### config.mk
export PLATFORM = sky130hd
export DESIGN_NAME = regfile_wr_arbiter
export DESIGN_NICKNAME = d
export VERILOG_FILES = /design/src/rtl/regfile_wr_arbiter.sv
export SDC_FILE = /design/constraint.sdc
export NUM_CORES = 1
export LEC_CHECK = 0
export CAP_MARGIN = 20
export CORE_MARGIN = 1
export CORE_UTILIZATION = 43
export DETAILED_ROUTE_END_ITERATION = 12
export PLACE_DENSITY = 0.78
export SLEW_MARGIN = 40
export SYNTH_ARGS = -nofsm -noshare
export SYNTH_HDL_FRONTEND = slang
export SYNTH_SLANG_ARGS = --single-unit
### constraint.sdc
create_clock -name clk -period 3.4 [get_ports clk]
set_input_delay 0.68 -clock clk [delete_from_list [all_inputs] [get_ports clk]]
set_output_delay 0.68 -clock clk [all_outputs]
set_load 0.005 [all_outputs]
### src/rtl/regfile_wr_arbiter.sv
// regfile_wr_arbiter: round-robin ALU/load writeback arbiter with RAW scoreboard; REGARB_FWD_EN adds forwarding
module regfile_wr_arbiter #(
  parameter int NREG = 32,
  parameter int AW   = 5,
  parameter int DW   = 32
) (
  input  logic            clk,
  input  logic            rst,
  input  logic            hold,
  input  logic            a_valid,
  input  logic [AW-1:0]   a_rd,
  input  logic [DW-1:0]   a_data,
  output logic            a_ready,
  input  logic            m_valid,
  input  logic [AW-1:0]   m_rd,
  input  logic [DW-1:0]   m_data,
  output logic            m_ready,
  input  logic            rsv_valid,
  input  logic [AW-1:0]   rsv_rd,
  input  logic [AW-1:0]   rs1,
  input  logic [AW-1:0]   rs2,
  output logic            stall,
  output logic [NREG-1:0] busy,
`ifdef REGARB_FWD_EN
  output logic            fwd1_hit,
  output logic [DW-1:0]   fwd1_data,
  output logic            fwd2_hit,
  output logic [DW-1:0]   fwd2_data,
`endif
  output logic [AW-1:0]   rf_rd,
  output logic [DW-1:0]   rf_wdata,
  output logic            rf_rw
);
  typedef enum logic {GNT_A, GNT_M} gnt_e;
  gnt_e            last_grant_q, last_grant_d;
  logic [AW-1:0]   rf_rd_q, rf_rd_d;
  logic [DW-1:0]   rf_wdata_q, rf_wdata_d;
  logic            rf_rw_q, rf_rw_d;
  logic [NREG-1:0] busy_q, busy_d;
  logic [NREG-1:0] clr, set;
  logic [AW-1:0]   w_rd;
  logic [DW-1:0]   w_data;
  logic            wr, hit1, hit2;
  // State register: arbiter history, output stage and scoreboard
  always_ff @(posedge clk) begin
    if (!rst) begin
      last_grant_q <= GNT_M;
      rf_rd_q      <= '0;
      rf_wdata_q   <= '0;
      rf_rw_q      <= 1'b1;
      busy_q       <= '0;
    end else begin
      last_grant_q <= last_grant_d;
      rf_rd_q      <= rf_rd_d;
      rf_wdata_q   <= rf_wdata_d;
      rf_rw_q      <= rf_rw_d;
      busy_q       <= busy_d;
    end
  end
  // Next state: latch the granted write (x0 is swallowed), clear then reserve so reserve wins
  always_comb begin
    w_rd         = a_ready ? a_rd : m_rd;
    w_data       = a_ready ? a_data : m_data;
    wr           = (a_ready | m_ready) & (w_rd != '0);
    last_grant_d = a_ready ? GNT_A : m_ready ? GNT_M : last_grant_q;
    rf_rw_d      = ~wr;
    rf_rd_d      = wr ? w_rd : rf_rd_q;
    rf_wdata_d   = wr ? w_data : rf_wdata_q;
    clr          = wr ? (NREG'(1) << w_rd) : '0;
    set          = (rsv_valid && rsv_rd != '0) ? (NREG'(1) << rsv_rd) : '0;
    busy_d       = ((busy_q & ~clr) | set) & ~NREG'(1);
  end
  // Grant outputs: single requester wins outright, a tie goes to the one not granted last
  always_comb begin
    a_ready = rst & ~hold & a_valid & (~m_valid | (last_grant_q == GNT_M));
    m_ready = rst & ~hold & m_valid & (~a_valid | (last_grant_q == GNT_A));
  end
`ifdef REGARB_FWD_EN
  // Forwarding: the register being written this cycle satisfies a matching source read
  always_comb begin
    hit1      = ~rf_rw_q & (rf_rd_q == rs1) & (rs1 != '0);
    hit2      = ~rf_rw_q & (rf_rd_q == rs2) & (rs2 != '0);
    fwd1_hit  = hit1;
    fwd2_hit  = hit2;
    fwd1_data = rf_wdata_q;
    fwd2_data = rf_wdata_q;
  end
`else
  assign hit1 = 1'b0;
  assign hit2 = 1'b0;
`endif
  assign stall    = (busy_q[rs1] & ~hit1) | (busy_q[rs2] & ~hit2);
  assign busy     = busy_q;
  assign rf_rd    = rf_rd_q;
  assign rf_wdata = rf_wdata_q;
  assign rf_rw    = rf_rw_q;
endmodule

### After elaboration in Yosys (flattened, before gate mapping)

Cells that the tools add are included.

* bits in registers: 71
* bits in latches: 0
* memory bits (writable): 0
* bits in read-only memories: 0
* input port bits: 95
* output and inout port bits: 73
* word-level logic and storage cells: 42
* memories: 0

* $add $sub $neg: 0
* $mul: 0
* divide/modulo/power cells: 0
* order comparisons: 2
* equality and inequality tests: 0
* shift-type cells: 2
* muxes and demuxes: 10
* bitwise logic cells: 18
* reductions and logical operators: 4

Operators by type and width (number)
* 2-to-1 mux 32 bit: 3
* << shifter 1 x 5 -> 32 bit, first input constant: 2
* bitwise AND 32 bit: 1
* NOT 32 bit: 1
* bitwise OR 32 bit: 1
* < comparator 5 x 6 -> 1 bit, second input constant: 2
* binary-select mux 1 bit (select 5 bit): 2
* nonzero test 5 bit: 2
* bitwise AND 1 bit: 6
* 2-to-1 mux 5 bit: 1
* NOT 1 bit: 5
* 2-to-1 mux 1 bit: 4
* bitwise OR 1 bit: 4
* nonzero test 2 bit: 1
* logical AND 1 bit: 1

### Longest topological paths before layout

Gate-level depths: netlist of the first run.

* depth after elaboration: 11
* mapped depth: 9
* mapped depth without buffers: 6

### Worst setup path after synthesis of the first run

OpenSTA, ideal clock, no wires.

* path type: input port to output port
* from: in rs2[2]
* to: out stall
* arrival: 2450 ps
* required time: 2720 ps
* slack: 270 ps
* stages on the path: 5
* path buffers: 1
* cell sequence: clkbuf_1 mux4_1 mux2_2 a311o_1 or4_1

* cells in the longest elaborated chain, start to end: 3

RTL lines
* from (decl): line 21 `input logic [AW-1:0] rs2,`
* binary-select mux 1 bit (select 5 bit): line 92 `assign stall = (busy_q[rs1] & ~hit1) | (busy_q[rs2] & ~hit2);`
* 2-to-1 mux 1 bit (not written as such): line 92
* bitwise OR 1 bit: line 92
* to (decl): line 22 `output logic stall,`

No other way between the ends. The select of a mux whose other input is x is not followed.

### Final worst setup path of the first run

* from: in rs2[0]
* to: out stall

The elaborated chain is that of the path after synthesis.

==> summary.txt, run 1 <==
Status
  – Run status: complete, but fails checks
  – Violations in the final reports: DRC

Floorplan
  – Count of boundary I/O pins: 168
  – Effective utilization at floorplan: 0.448
  – Die Footprint: 9560 um2
  – Die extent in x: 97.8 um
  – Die extent in y: 97.8 um
  – Floorplan core area: 8810 um2
  – Total number of placement rows: 34

CTS
  – CTS Buffer Depth: 2
  – Worst-path clk slew: 70 ps
  – TritonCTS Buffers: 9
  – Clock insertion delay at the later pin of the skew report: 350 ps
  – Hold bufs inserted after CTS: 0
  – CTS Sinks: 70
  – TritonCTS clock tree: yes
  – Cell at the root of the clock tree: sky130_fd_sc_hd__clkbuf_8
  – Post-CTS setup repair buffer count: 0
  – Clock H-tree levels: 3

Timing
  – Ratio of final minimum period to clock period: 0.969
  – Final count of hold timing violations: 0
  – Final setup fails: 0
  – Worst slew margin relative to its limit: 0.554
  – Transition time at the pin with the least slew margin: 662 ps
  – Number of max-slew violations in the final report: 0
  – Fin Setup TNS: 0 ps
  – Setup skew after layout: 11.4 ps
  – Final Critical Period: 3290 ps
  – Top achievable clock speed: 304 MHz
  – Unrepaired setup endpoints after global routing: false

Pwr
  – Combinational share of power: 0.220
  – Worst voltage drop across the vdd grid: 0.214 mV
  – Leakage: 2.58 nW
  – Part of the total power dissipated in sequential elements: 0.440
  – Internal power component: 1.48 mW
  – Clock power share: 0.340
  – Fraction of power spent switching nets: 0.267
  – PD cells: 336 nW/um2
  – Post-route total power: 2.01 mW
  – Psw: 537 uW

GRT
  – Number of global-route vias before repair: 4287
  – Largest net degree at the start of global routing: 68
  – Remaining Overflow, GRT: 0
  – Global-route wire length before repair: 21400 um
  – Global-route total usage across every layer: 0.281
  – Number of antenna violations at the first check in global routing: 0

Layout
  – Layout Cells excl Fill: 698
  – Register area: 1400 um2
  – Ratio of cells with drive above 1 in the final layout: 0.112
  – Antenna Diode Count: 0
  – Final-layout fill cell count: 685
  – Layout area overhead: 52.1%
  – Final design instance area without fill: 6000 um2
  – Share of the core filled with cells in the final layout: 0.681
  – Total area of multi-input combinational cells: 2390 um2
  – Net count, final: 680

Hold path
  – Hold Path Origin: rf_wdata[24]$_SDFFE_PN0P_
  – Hold WC Path Type: reg -> reg
  – Hold-critical path endpoint: rf_wdata[24]$_SDFFE_PN0P_
  – Hold path depth: 2

Synth
  – Mapped Area: 3940 um2
  – Count of yosys warnings during synthesis: 0
  – Post-Syn Nets: 506
  – Proportion of synthesized chip area in sequential cells: 0.355
  – Post-Syn Instances: 411
  – Number of synthesized flops with an enable pin: 0
  – Primary FF master, synth: sky130_fd_sc_hd__dfxtp_1
  – FF+latch count, synth: 70
  – Async S/R FF share, synth: 0
  – Post-synthesis area per instance: 9.60 um2
  – Number of distinct library cell variants in the gate-level netlist after synthesis: 54

Setup path
  – Endpoint required time on the critical path: 2720 ps
  – R2R Setup Slk: 1180 ps
  – Startpoint of the most critical register-to-register path: last_grant_q$_SDFFE_PN1P_
  – Reg-to-reg critical path endpoint: rf_wdata[29]$_SDFFE_PN0P_
  – CP endpoint kind: primary output
  – Worst setup path startpoint: rs2[0]
  – CP startpoint kind: primary input
  – Largest fanout on the critical path: 4
  – Class of the most critical setup path: in -> out
  – Worst r2r path cells: 7
  – Largest stage delay, worst path: 530 ps
  – Worst Path Arrival: 2610 ps
  – Worst path bufs/invs: 2
  – Cells traversed along the worst timing path: buf_4 > mux4_1 > mux2_2 > a311o_1 > or4_1 > clkbuf_2
  – Largest delay contributor family on the critical path: multiplexers
  – CP max stage cell: sky130_fd_sc_hd__mux4_1

Drt
  – Detailed Routing Iterations Pass 1: 9
  – Final routed DRC violation total: 14
  – Routed wire length: 13100 um
  – Number of vias in the routed layout: 4151
  – Average wire per standard cell: 18.8 um
  – Antenna viol nets, final: 0
  – First-iteration detailed-routing DRC count: 316
  – Average via count per standard cell: 5.95

Placement
  – I/O Buffers: 166
  – Placed cells: 682
  – Total placed instance area: 5810 um2
  – Placed wire-length estimate after detailed placement: 10200 um
  – Routability congestion estimate from global placement: 0.970

Run
  – Max_cap viols: 0
==> layout by cell type, fill, tap and decap left out, types with 8 or more instances in the layout <==
master,netlist,final
sky130_fd_sc_hd__nand2b_1,8,8
sky130_fd_sc_hd__buf_4,5,22
sky130_fd_sc_hd__a21oi_1,13,13
sky130_fd_sc_hd__mux2i_1,81,81
sky130_fd_sc_hd__o311ai_0,9,9
sky130_fd_sc_hd__a32o_1,14,14
sky130_fd_sc_hd__mux4_2,7,10
sky130_fd_sc_hd__nand2_1,48,48
sky130_fd_sc_hd__nand4_1,9,9
sky130_fd_sc_hd__nand3_1,20,19
sky130_fd_sc_hd__dfxtp_1,70,70
sky130_fd_sc_hd__clkbuf_8,0,10
sky130_fd_sc_hd__clkdlybuf4s50_1,0,160
sky130_fd_sc_hd__o21ai_0,20,20
sky130_fd_sc_hd__nor2_1,19,19
==> flip-flops by register name (all words and copies together), names as in the netlist <==
register / cells
rf_wdata: 32
busy: 31
rf_rd: 5
last_grant_q: 1
rf_rw: 1
==> worst max path at each step <==
stage                 end  cells past startpoint
CTS                 stall                      6
detailed placement  stall                      8
global route        stall                      8
floorplan           stall                      5
finish              stall                      6
global placement    stall                      8
==> worst register-to-register path: stages, from the launching register on <==
cell	delay, ps
sky130_fd_sc_hd__dfxtp_1	370
sky130_fd_sc_hd__nand2b_1	320
sky130_fd_sc_hd__nand3_2	250
sky130_fd_sc_hd__mux2i_1	450
sky130_fd_sc_hd__o21a_1	250
sky130_fd_sc_hd__inv_2	140
sky130_fd_sc_hd__buf_12	200
sky130_fd_sc_hd__mux2i_1	130
==> per-stage QoR <==
step	hold WS (ps)	setup WS [ps]
4_1_cts	462	22.2
5_1_grt	493	32.3
6_report	458	105
3_3_place_gp	444	-680
2_1_floorplan	452	270
3_5_place_dp	451	-704
==> cell usage after synthesis (3+ instances only) <==
| cell | count | area share |
|---|---|---|
| sky130_fd_sc_hd__dfxtp_1 | 70 | 0.36 |
| sky130_fd_sc_hd__o21ai_0 | 20 | 0.025 |
| sky130_fd_sc_hd__nand2b_1 | 8 | 0.013 |
| sky130_fd_sc_hd__nor2_1 | 19 | 0.018 |
| sky130_fd_sc_hd__inv_1 | 3 | 0.0029 |
| sky130_fd_sc_hd__nand4_1 | 9 | 0.014 |
| sky130_fd_sc_hd__mux2i_1 | 81 | 0.21 |
| sky130_fd_sc_hd__a32o_1 | 14 | 0.036 |
| sky130_fd_sc_hd__a21boi_0 | 3 | 0.0057 |
| sky130_fd_sc_hd__nor3b_1 | 3 | 0.0057 |
| sky130_fd_sc_hd__nor2b_1 | 4 | 0.0063 |
| sky130_fd_sc_hd__buf_1 | 3 | 0.0029 |
| sky130_fd_sc_hd__and3_1 | 4 | 0.0063 |
| sky130_fd_sc_hd__buf_2 | 3 | 0.0038 |
| sky130_fd_sc_hd__buf_4 | 5 | 0.0095 |
| sky130_fd_sc_hd__nand3_1 | 20 | 0.025 |
| sky130_fd_sc_hd__or3b_2 | 3 | 0.0067 |
| sky130_fd_sc_hd__mux4_1 | 5 | 0.033 |
| sky130_fd_sc_hd__nand2_1 | 48 | 0.046 |
| sky130_fd_sc_hd__mux4_2 | 7 | 0.040 |
| sky130_fd_sc_hd__o311ai_0 | 9 | 0.020 |
| sky130_fd_sc_hd__clkbuf_1 | 15 | 0.014 |
| sky130_fd_sc_hd__a21oi_1 | 13 | 0.016 |
| sky130_fd_sc_hd__mux2_2 | 4 | 0.011 |
==> power by group through the flow <==
stage                     logic (mW)  registers (mW)  clock network, mW
after CTS                      0.440           0.886              0.690
final                          0.442           0.886              0.685
after global placement         0.430           0.902                  0
after global routing           0.473           0.891              0.726
after detailed placement       0.439           0.904                  0
after floorplan                0.171           0.904                  0
==> cell families after synthesis <==
logic type,count (synthesis),synth area share
other cells,1,0.000951
compound gates,83,0.157
simple gates,128,0.159
flops,70,0.355
buf+inv,32,0.0381
mux,97,0.290
==> repair_timing <==
action,CTS,global route
pin swaps,0,0
resized for setup,14,4
setup endpoints to repair,1,1
==> per-layer routing <==
layer	global-route usage	vias to the layer above	share of wire
met3	0.0823	38	0.12
met1	0.319	1909	0.38
met2	0.484	286	0.47
li1	-	1918	-
met4	0.140	0	0.038
met5	0	-	0
==> layout make-up <==
cell class / count / share of cell area
repair buffers: 190 / 0.310
inverters: 5 / 0.00313
clock buffers: 11 / 0.0236
clock inverters: 5 / 0.00980
multi-input cells: 309 / 0.398
flip-flops and latches: 70 / 0.234
well taps: 108 / 0.0225
(Power assumes the default switching activity.)
==> run 2, diff against run 1 <==
CTS_CLUSTER_SIZE = 25   (was default)
==> results of run 2 <==
No change in the layout: final DEF, timing and power equal those of run 1.
